<file path="src/rtl/qspi_req_arbiter_if.sv">
// ============================================================================
//  Module      : qspi_req_arbiter_if
//  Description : Requester (x2) and QSPI engine signal bundle for the arbiter.
//  Revision    : 1.0  initial release
// ============================================================================
`default_nettype none

interface qspi_req_arbiter_if;
    logic        r0_req;
    logic [1:0]  r0_op;
    logic [23:0] r0_addr;
    logic [31:0] r0_wdata;
    logic        r0_ack;
    logic        r0_done;
    logic        r0_err;
    logic [31:0] r0_rdata;

    logic        r1_req;
    logic [1:0]  r1_op;
    logic [23:0] r1_addr;
    logic [31:0] r1_wdata;
    logic        r1_ack;
    logic        r1_done;
    logic        r1_err;
    logic [31:0] r1_rdata;

    logic        eng_start;
    logic        eng_dir;
    logic        eng_erase;
    logic [23:0] eng_address;
    logic [31:0] eng_word;
    logic        eng_busy;
    logic        eng_valid;
    logic [31:0] eng_rdata;

    modport slave (
        input  r0_req, r0_op, r0_addr, r0_wdata,
        output r0_ack, r0_done, r0_err, r0_rdata,
        input  r1_req, r1_op, r1_addr, r1_wdata,
        output r1_ack, r1_done, r1_err, r1_rdata,
        output eng_start, eng_dir, eng_erase, eng_address, eng_word,
        input  eng_busy, eng_valid, eng_rdata
    );

    modport master (
        output r0_req, r0_op, r0_addr, r0_wdata,
        input  r0_ack, r0_done, r0_err, r0_rdata,
        output r1_req, r1_op, r1_addr, r1_wdata,
        input  r1_ack, r1_done, r1_err, r1_rdata,
        input  eng_start, eng_dir, eng_erase, eng_address, eng_word,
        output eng_busy, eng_valid, eng_rdata
    );
endinterface

`default_nettype wire

</file>
<file path="src/rtl/qspi_req_arbiter.sv">
// ============================================================================
//  Module      : qspi_req_arbiter
//  Description : Two-port request arbiter/sequencer with watchdog for the QSPI engine.
//  Revision    : 1.0  initial release
// ============================================================================
`default_nettype none

module qspi_req_arbiter #(
    parameter int START_HOLD = 5,
    parameter int TIMEOUT    = 24'hFFFFFF,
    parameter int ARB_MODE   = 0
) (
    input  wire logic         ACLK,
    input  wire logic         ARESET,
    qspi_req_arbiter_if.slave bus
);

    localparam logic [7:0]  c_START_HOLD = 8'(START_HOLD);
    localparam logic [23:0] c_TIMEOUT    = 24'(TIMEOUT);
    localparam logic        c_RR         = (ARB_MODE == 0);

    localparam logic [2:0] S_IDLE  = 3'd0;
    localparam logic [2:0] S_ISSUE = 3'd1;
    localparam logic [2:0] S_WAIT  = 3'd2;
    localparam logic [2:0] S_DRAIN = 3'd3;
    localparam logic [2:0] S_RESP  = 3'd4;

    logic [2:0]  r_state;
    logic        r_owner;
    logic        r_ptr;
    logic [7:0]  r_hold;
    logic [23:0] r_wdog;
    logic        r_start;
    logic        r_dir;
    logic        r_erase;
    logic [23:0] r_addr;
    logic [31:0] r_word;
    logic        r_ack0;
    logic        r_ack1;
    logic        r_done0;
    logic        r_done1;
    logic        r_err0;
    logic        r_err1;
    logic [31:0] r_rdata0;
    logic [31:0] r_rdata1;

    logic        w_any_req;
    logic        w_pick1;
    logic [1:0]  w_op;
    logic [23:0] w_addr;
    logic [31:0] w_wdata;
    logic [23:0] w_wdog_next;
    logic        w_wdog_hit;
    logic        w_valid_end;
    logic        w_drain_end;
    logic        w_is_read;

    // Port 1 wins only when port 0 is idle, or round-robin currently prefers it.
    assign w_any_req   = bus.r0_req | bus.r1_req;
    assign w_pick1     = bus.r1_req & (~bus.r0_req | (c_RR & r_ptr));
    assign w_op        = w_pick1 ? bus.r1_op    : bus.r0_op;
    assign w_addr      = w_pick1 ? bus.r1_addr  : bus.r0_addr;
    assign w_wdata     = w_pick1 ? bus.r1_wdata : bus.r0_wdata;
    assign w_wdog_next = (r_wdog == 24'hFFFFFF) ? r_wdog : r_wdog + 24'd1;
    assign w_wdog_hit  = (w_wdog_next >= c_TIMEOUT);
    assign w_valid_end = bus.eng_valid & ((r_state == S_ISSUE) | (r_state == S_WAIT));
    assign w_drain_end = (r_state == S_DRAIN) & ~bus.eng_busy;
    assign w_is_read   = ~r_dir & ~r_erase;

    always_ff @(posedge ACLK) begin
        if (ARESET) begin
            r_state <= S_IDLE;
            r_owner <= 1'b0;
            r_ptr   <= 1'b0;
            r_hold  <= 8'd0;
            r_wdog  <= 24'd0;
            r_start <= 1'b0;
            r_dir   <= 1'b0;
            r_erase <= 1'b0;
            r_addr  <= 24'd0;
            r_word  <= 32'd0;
            r_ack0  <= 1'b0;
            r_ack1  <= 1'b0;
        end else begin
            r_ack0 <= 1'b0;
            r_ack1 <= 1'b0;
            case (r_state)
                S_IDLE: begin
                    if (!bus.eng_busy && w_any_req) begin
                        r_state <= S_ISSUE;
                        r_owner <= w_pick1;
                        r_ptr   <= ~w_pick1;
                        r_ack0  <= ~w_pick1;
                        r_ack1  <= w_pick1;
                        r_start <= 1'b1;
                        r_hold  <= 8'd1;
                        r_wdog  <= 24'd0;
                        r_dir   <= w_op[0];
                        r_erase <= w_op[1];
                        r_addr  <= w_addr;
                        r_word  <= (w_op == 2'b01) ? w_wdata : 32'd0;
                    end
                end
                S_ISSUE: begin
                    r_wdog <= w_wdog_next;
                    if (bus.eng_valid) begin
                        r_start <= 1'b0;
                        r_state <= S_RESP;
                    end else if (w_wdog_hit) begin
                        r_start <= 1'b0;
                        r_state <= S_DRAIN;
                    end else if (r_hold == c_START_HOLD) begin
                        r_start <= 1'b0;
                        r_state <= S_WAIT;
                    end else begin
                        r_hold <= r_hold + 8'd1;
                    end
                end
                S_WAIT: begin
                    r_wdog <= w_wdog_next;
                    if (bus.eng_valid) begin
                        r_state <= S_RESP;
                    end else if (w_wdog_hit) begin
                        r_state <= S_DRAIN;
                    end
                end
                S_DRAIN: begin
                    if (!bus.eng_busy) begin
                        r_state <= S_RESP;
                    end
                end
                S_RESP:  r_state <= S_IDLE;
                default: r_state <= S_IDLE;
            endcase
        end
    end

    // Response path: done lands in RESP, read data only for a completed read.
    always_ff @(posedge ACLK) begin
        if (ARESET) begin
            r_done0  <= 1'b0;
            r_done1  <= 1'b0;
            r_err0   <= 1'b0;
            r_err1   <= 1'b0;
            r_rdata0 <= 32'd0;
            r_rdata1 <= 32'd0;
        end else begin
            r_done0 <= (w_valid_end | w_drain_end) & ~r_owner;
            r_done1 <= (w_valid_end | w_drain_end) & r_owner;
            r_err0  <= w_drain_end & ~r_owner;
            r_err1  <= w_drain_end & r_owner;
            if (w_valid_end && w_is_read && !r_owner) begin
                r_rdata0 <= bus.eng_rdata;
            end
            if (w_valid_end && w_is_read && r_owner) begin
                r_rdata1 <= bus.eng_rdata;
            end
        end
    end

    assign bus.r0_ack      = r_ack0;
    assign bus.r1_ack      = r_ack1;
    assign bus.r0_done     = r_done0;
    assign bus.r1_done     = r_done1;
    assign bus.r0_err      = r_err0;
    assign bus.r1_err      = r_err1;
    assign bus.r0_rdata    = r_rdata0;
    assign bus.r1_rdata    = r_rdata1;
    assign bus.eng_start   = r_start;
    assign bus.eng_dir     = r_dir;
    assign bus.eng_erase   = r_erase;
    assign bus.eng_address = r_addr;
    assign bus.eng_word    = r_word;

endmodule

`default_nettype wire

</file>
<file path="src/flat_wrapper.sv">
// flat-port wrapper written by rule: the top's interface ports become plain ports
module qspi_req_arbiter_flat 
#(
    parameter int START_HOLD = 5,
    parameter int TIMEOUT    = 24'hFFFFFF,
    parameter int ARB_MODE   = 0
)
  (ACLK, ARESET, bus_r0_req, bus_r0_op, bus_r0_addr, bus_r0_wdata, bus_r0_ack, bus_r0_done, bus_r0_err, bus_r0_rdata, bus_r1_req, bus_r1_op, bus_r1_addr, bus_r1_wdata, bus_r1_ack, bus_r1_done, bus_r1_err, bus_r1_rdata, bus_eng_start, bus_eng_dir, bus_eng_erase, bus_eng_address, bus_eng_word, bus_eng_busy, bus_eng_valid, bus_eng_rdata);
  qspi_req_arbiter_if bus_i ();
  input  wire logic ACLK;
  input  wire logic ARESET;
  input wire logic [$bits(bus_i.r0_req)-1:0] bus_r0_req;
  input wire logic [$bits(bus_i.r0_op)-1:0] bus_r0_op;
  input wire logic [$bits(bus_i.r0_addr)-1:0] bus_r0_addr;
  input wire logic [$bits(bus_i.r0_wdata)-1:0] bus_r0_wdata;
  output wire logic [$bits(bus_i.r0_ack)-1:0] bus_r0_ack;
  output wire logic [$bits(bus_i.r0_done)-1:0] bus_r0_done;
  output wire logic [$bits(bus_i.r0_err)-1:0] bus_r0_err;
  output wire logic [$bits(bus_i.r0_rdata)-1:0] bus_r0_rdata;
  input wire logic [$bits(bus_i.r1_req)-1:0] bus_r1_req;
  input wire logic [$bits(bus_i.r1_op)-1:0] bus_r1_op;
  input wire logic [$bits(bus_i.r1_addr)-1:0] bus_r1_addr;
  input wire logic [$bits(bus_i.r1_wdata)-1:0] bus_r1_wdata;
  output wire logic [$bits(bus_i.r1_ack)-1:0] bus_r1_ack;
  output wire logic [$bits(bus_i.r1_done)-1:0] bus_r1_done;
  output wire logic [$bits(bus_i.r1_err)-1:0] bus_r1_err;
  output wire logic [$bits(bus_i.r1_rdata)-1:0] bus_r1_rdata;
  output wire logic [$bits(bus_i.eng_start)-1:0] bus_eng_start;
  output wire logic [$bits(bus_i.eng_dir)-1:0] bus_eng_dir;
  output wire logic [$bits(bus_i.eng_erase)-1:0] bus_eng_erase;
  output wire logic [$bits(bus_i.eng_address)-1:0] bus_eng_address;
  output wire logic [$bits(bus_i.eng_word)-1:0] bus_eng_word;
  input wire logic [$bits(bus_i.eng_busy)-1:0] bus_eng_busy;
  input wire logic [$bits(bus_i.eng_valid)-1:0] bus_eng_valid;
  input wire logic [$bits(bus_i.eng_rdata)-1:0] bus_eng_rdata;
  assign bus_i.r0_req = bus_r0_req;
  assign bus_i.r0_op = bus_r0_op;
  assign bus_i.r0_addr = bus_r0_addr;
  assign bus_i.r0_wdata = bus_r0_wdata;
  assign bus_r0_ack = bus_i.r0_ack;
  assign bus_r0_done = bus_i.r0_done;
  assign bus_r0_err = bus_i.r0_err;
  assign bus_r0_rdata = bus_i.r0_rdata;
  assign bus_i.r1_req = bus_r1_req;
  assign bus_i.r1_op = bus_r1_op;
  assign bus_i.r1_addr = bus_r1_addr;
  assign bus_i.r1_wdata = bus_r1_wdata;
  assign bus_r1_ack = bus_i.r1_ack;
  assign bus_r1_done = bus_i.r1_done;
  assign bus_r1_err = bus_i.r1_err;
  assign bus_r1_rdata = bus_i.r1_rdata;
  assign bus_eng_start = bus_i.eng_start;
  assign bus_eng_dir = bus_i.eng_dir;
  assign bus_eng_erase = bus_i.eng_erase;
  assign bus_eng_address = bus_i.eng_address;
  assign bus_eng_word = bus_i.eng_word;
  assign bus_i.eng_busy = bus_eng_busy;
  assign bus_i.eng_valid = bus_eng_valid;
  assign bus_i.eng_rdata = bus_eng_rdata;
  qspi_req_arbiter #(.START_HOLD(START_HOLD), .TIMEOUT(TIMEOUT), .ARB_MODE(ARB_MODE)) u_core (.ACLK(ACLK), .ARESET(ARESET), .bus(bus_i));
endmodule
</file>
<file path="config.mk">
export PLATFORM = sky130hd
export DESIGN_NAME = qspi_req_arbiter_flat
export DESIGN_NICKNAME = d
export VERILOG_FILES = /design/src/rtl/qspi_req_arbiter_if.sv /design/src/rtl/qspi_req_arbiter.sv /design/src/flat_wrapper.sv
export SDC_FILE = /design/constraint.sdc
export NUM_CORES = 1
export LEC_CHECK = 0
export ABC_AREA = 1
export CORE_AREA = 2 2 152 154
export DETAILED_ROUTE_END_ITERATION = 7
export DIE_AREA = 0 0 154 156
export PLACE_DENSITY_LB_ADDON = 0.2
export SLEW_MARGIN = 10
export SYNTH_ARGS = -nofsm -noshare
export SYNTH_HDL_FRONTEND = slang
export SYNTH_SLANG_ARGS = --single-unit
</file>
<file path="constraint.sdc">
create_clock -name ACLK -period 2.2 [get_ports ACLK]
set_input_delay 0.66 -clock ACLK [delete_from_list [all_inputs] [get_ports ACLK]]
set_output_delay 0.66 -clock ACLK [all_outputs]
set_load 0.01 [all_outputs]
</file>
# After elaboration in Yosys (flattened, before gate mapping)
# Cells that the tools add are included.
# word_totals
in_bits	154
register_bits	166
elab_cells	95
out_inout_bits	129
# classes
bitwise	20
n_addsub	2
n_lt_le_gt_ge	1
n_mux	25
reduce_logical	16
eq_ne	13
# op_table
op	n
$mux 24	3
$mux 32	2
$pmux 24 s2	1
$mux 8	4
$add 24x1->24 const B	1
$eq 24x24->1 const B	1
$ge 24x24->1 const B	1
$mux 3	7
$pmux 8 s2	1
$pmux 3 s4	1
$add 8x1->8 const B	1
$and 1x1->1	8
$eq 8x3->1 const B	1
$ne 2x2->1 const B	4
$not 1->1	8
$eq 3x2->1 const B	2
$reduce_and 5->1	1
$logic_and 1x1->1	4
$mux 1	4
$ne 4x3->1 const B	1
$or 1x1->1	4
$reduce_and 2->1	2
$reduce_and 4->1	1
$reduce_bool 2->1	2
11 further kinds	12

# Depth between registers and ports, before layout
# depth
depth_word	6
ltp_mapped	19
mapped_depth_nobuf	18

# Worst setup path before layout
# No wires, ideal clock.
# synth_path
path_kind	register -> register
from	register u_core.r_wdog[0]
to	register u_core.r_hold[3]
setup_time_ps	132
t_required_ps	2068
arrival_ps	2129
period_less_slack_ps	2261
path_buffers	2
stages_incl_launch_ff	19
slack_ps	-61
path_cell_list	dfxtp_1 -> ha_1 -> buf_4 -> inv_2 -> nor2_4 -> nand2_4 -> nor2_8 -> nand2_4 -> buf_2 -> nand2_1 -> nand2_1 -> nor2_1 -> nand4_1 -> nor2_1 -> nand2_1 -> nand2_1 -> nand2_2 -> nand3_1 -> a21oi_1
# synth_between
elab_chain_len	5
elab_cells_between_ends	6
classes_between	add/sub: 1; order compare: 1; eq/ne: 2; mux: 1; reduce/logical: 1
# synth_lines
item	line_no	text
from (decl)	qspi_req_arbiter.sv:32	logic [23:0] r_wdog;
from (signal assigned)	qspi_req_arbiter.sv:105	r_wdog <= w_wdog_next;
from (signal assigned)	qspi_req_arbiter.sv:120	r_wdog <= w_wdog_next;
$add 24x1->24 or $eq 24x24->1 (tied branches)	qspi_req_arbiter.sv:64	assign w_wdog_next = (r_wdog == 24'hFFFFFF) ? r_wdog : r_wdog + 24'd1;
$mux 24 (*)	qspi_req_arbiter.sv:64	
$ge 24x24->1 (*)	qspi_req_arbiter.sv:65	assign w_wdog_hit = (w_wdog_next >= c_TIMEOUT);
$ne 2x2->1 (no source line) (*)	--	
$reduce_and 5->1 (no source line) (*)	--	
to (signal assigned)	qspi_req_arbiter.sv:116	r_hold <= r_hold + 8'd1;
to (decl)	qspi_req_arbiter.sv:31	logic [7:0] r_hold;
# Mark *: on every way between the ends. The rest lies on a longest branch, timed or not.
# A chain may end at the register's enable or synchronous reset.

# Worst setup path after layout
# layout_path
from	register u_core.r_wdog[0]
to	register u_core.r_state[0]
# layout_between
elab_chain_len	6
elab_cells_between_ends	10
classes_between	add/sub: 1; order compare: 1; eq/ne: 3; mux: 4; reduce/logical: 1
# layout_lines
item	line_no	text
$add 24x1->24 or $eq 24x24->1 (tied branches)	qspi_req_arbiter.sv:64	
$mux 24 (*)	qspi_req_arbiter.sv:64	
$ge 24x24->1 (*)	qspi_req_arbiter.sv:65	
$mux 3	qspi_req_arbiter.sv:109	end else if (w_wdog_hit) begin
$mux 3	qspi_req_arbiter.sv:106	if (bus.eng_valid) begin
$pmux 3 s4	qspi_req_arbiter.sv:87	case (r_state)
to (signal assigned)	qspi_req_arbiter.sv:90	r_state <= S_ISSUE;
to (signal assigned)	qspi_req_arbiter.sv:108	r_state <= S_RESP;
to (signal assigned)	qspi_req_arbiter.sv:111	r_state <= S_DRAIN;
to (decl)	qspi_req_arbiter.sv:28	logic [2:0] r_state;
# Marked as above.

==> impl_metrics.tcl <==
set metrics [dict create \
    status "finished, violations left" \
    violations "negative setup slack" \
    via_per_inst 4.880 \
    die_x_um 154 \
    period_needed_ns 2.218 \
    rows 55 \
    grt_pass1_wl_um 41990 \
    cts.path.max_buffers 2 \
    relSlewSlack_pct 74.61 \
    core_area_um2 22370 \
    wl_um 26830 \
    grt_max_degree 65 \
    cts_buffers 17 \
    place_congestion 0.8587 \
    hold_path_class "reg2reg" \
    firstDrtPassIters 5 \
    grt-ovfl-total 0 \
    yosysTopAreaCellShare_pct 43.17 \
    clockRootBuffer "clkbuf_16" \
    drc 0 \
    timing.final.ws_setup_ns -0.01760 \
    cellPowerDensity_nw_per_um2 809.9 \
    fin_util_pct 56.73 \
    final_layout_size_suffix_gt1_share_pct 18.24 \
    place_hpwl_um 18970 \
    tightest_slew_ns 0.3774 \
    antenna_found_initial 0 \
    cts_tree "built" \
    ys_seq_elements 166 \
    die_h_um 156 \
    placed_cell_area_um2 11600 \
    leakage_nw 4.940 \
    netlist.top_cell.by_area "dfxtp_1" \
    num_vias 8481 \
    design_area_um2 12690 \
    fillers 2031 \
    clock_latency_ns 0.44 \
    ys.flop_type "dfxtp_1" \
    grt_setup_unrepaired "true" \
    worstPathRequired_ns 2.57 \
    fin_tns_setup_ns -0.04165 \
    io_pins 283 \
    cp_max_fo 7 \
    cts.sinks 166 \
    avgRoutedWirePerCell_um 15.44 \
    ctsHoldBuffers 0 \
    synth_cell_types 41 \
    finalHoldViolCount 0 \
    synth_enable_flop_cells 0 \
    cp-start-kind "register" \
    synth_most_common_cell "nand2_1" \
    syn_inst 1083 \
    irDropWorstVdd_uv 500.6 \
    path_class "reg2reg" \
    synth_area_um2 7699 \
    clk_pin_slew_ns 0.07 \
    fin_nets 1597 \
    drv_slew 0 \
    post-route-period-util_pct 100.8 \
    worstPathArrival_ns 2.59 \
    start_util_pct 34.42 \
    drtIter0Drc 490 \
    htreeDepth 4 \
    cap_violations 0 \
    synth-seq-area-share_pct 43.17 \
    avgSynthCellArea_um2 7.109 \
    finalClockSkew_ns 0.01047 \
    stdcell_count 1738 \
    place_ws_ns -0.2051 \
    syn2layout_area_growth_pct 64.81 \
    grt_pass1_vias 8183 \
    end_kind "register" \
    diodes 0 \
    synth_fp_nets 1240 \
    grtUsageTotal_pct 21.80 \
    dp.cells 1694 \
    clock.fmax_mhz 450.9 \
    setup_violations 5 \
    die_area_um2 24020 \
    ys_top_cells_by_count "nand2_1, dfxtp_1, a21oi_1" \
    antenna_left 0 \
    postSynth.asyncResetShare_pct 0 \
    yosys_warnings 0 \
    io_buffers 282 \
    synthTopCellsByArea "dfxtp_1, nand2_1, a21oi_1" \
]
-- power by group --
group	leakage, nW	switching (mW)	internal (mW)
Sequential	1.35	0.233	3.41
Clock	0.306	1.57	1.59
Combinational	3.28	1.82	1.65
-- layer usage --
layer	global-route usage, %	vias to the layer above	routed length [µm]
met5	0	-	0
met4	8.100	0	708
met3	6.694	46	1883
met2	37.43	293	13200
met1	25.65	3851	11030
li1	-	4291	-
-- per-stage QoR --
stage / hold WS [ns] / power, mW
2_1_floorplan: 0.4477 / 5.299
3_3_place_gp: 0.4299 / 7.077
3_5_place_dp: 0.4328 / 7.089
4_1_cts: 0.4441 / 10.35
5_1_grt: 0.4652 / 10.86
6_report: 0.4415 / 10.28
-- final cells by class --
type                       count  area [µm²]  share of cell area (%)
sequential                   166        3339                   26.32
clock inverter                15       211.5                   1.667
inverter                     113       424.2                   3.343
multi-input combinational    742        4026                   31.73
tap                          285       356.6                   2.810
clock buffer                  17       425.4                   3.353
timing repair buffer         400        3905                   30.78
-- repair_timing --
item,CTS,global route
endpoints found under the setup margin,11,11
setup buffers,5,5
pin swaps,18,49
gates cloned,2,0
gates resized for setup,43,65
-- sequential cells by signal (all words and copies together), names as in the netlist, 3 cells and up --
register / flops
u_core.bus.eng_address: 24
u_core.bus.eng_word: 32
u_core.bus.r0_rdata: 32
u_core.bus.r1_rdata: 32
u_core.r_hold: 8
u_core.r_state: 3
u_core.r_wdog: 24
-- critical path: stages, from the launching register on --
cell and delay, ns:
dfxtp_2 0.36, ha_4 0.14, inv_2 0.04, nor2_4 0.12, nand2_4 0.09, nor2_8 0.15
nand2_8 0.10, buf_4 0.16, nand2_4 0.06, a21boi_2 0.16, nand3_2 0.14, nor2_4 0.16
buf_6 0.10, nand3_2 0.05, nand2_1 0.06, inv_1 0.03, nand3_1 0.07, nand2_1 0.05
nor2_1 0.09
-- kinds of logic after synthesis --
| kind of cell | synth area share, % |
|---|---|
| mux | 0.2600 |
| compound gates | 18.66 |
| xor+xnor | 0.9100 |
| flops | 43.17 |
| fa+ha+maj | 0.4876 |
| buf+inv | 8.906 |
| simple gates | 27.61 |
-- path summary, 6_finish.rpt --
check / from / endpoint / slack [ns] / depth (start not counted)
worst max register to register: u_core.r_wdog[0] / u_core.r_state[0] / -0.02 / 18
worst min register to register: u_core.bus.r0_rdata[2] / u_core.bus.r0_rdata[2] / 0.44 / 2
worst max-delay path: u_core.r_wdog[0] / u_core.r_state[0] / -0.02 / 18
worst min-delay path: u_core.bus.r0_rdata[2] / u_core.bus.r0_rdata[2] / 0.44 / 2
-- placed cells by master, fill, tap and decap left out, types with 5 or more instances in the layout --
cell / count
inv_1: 106
o21ai_1: 15
nor2_1: 46
clkdlybuf4s50_1: 281
o21bai_1: 5
a22oi_1: 10
nand3_1: 92
buf_4: 99
dfxtp_2: 13
inv_2: 7
clkbuf_16: 17
a31oi_1: 14
nand3_2: 9
nor2_4: 16
buf_6: 5
nor3_1: 5
nand2_2: 27
a22o_1: 32
dfxtp_1: 153
nand2_1: 235
o21ai_0: 54
nand2_4: 14
buf_12: 13
nor2_2: 15
nand4_1: 10
a21oi_1: 109
clkinv_8: 6
Note: power is estimated with default switching activity, not from simulation.
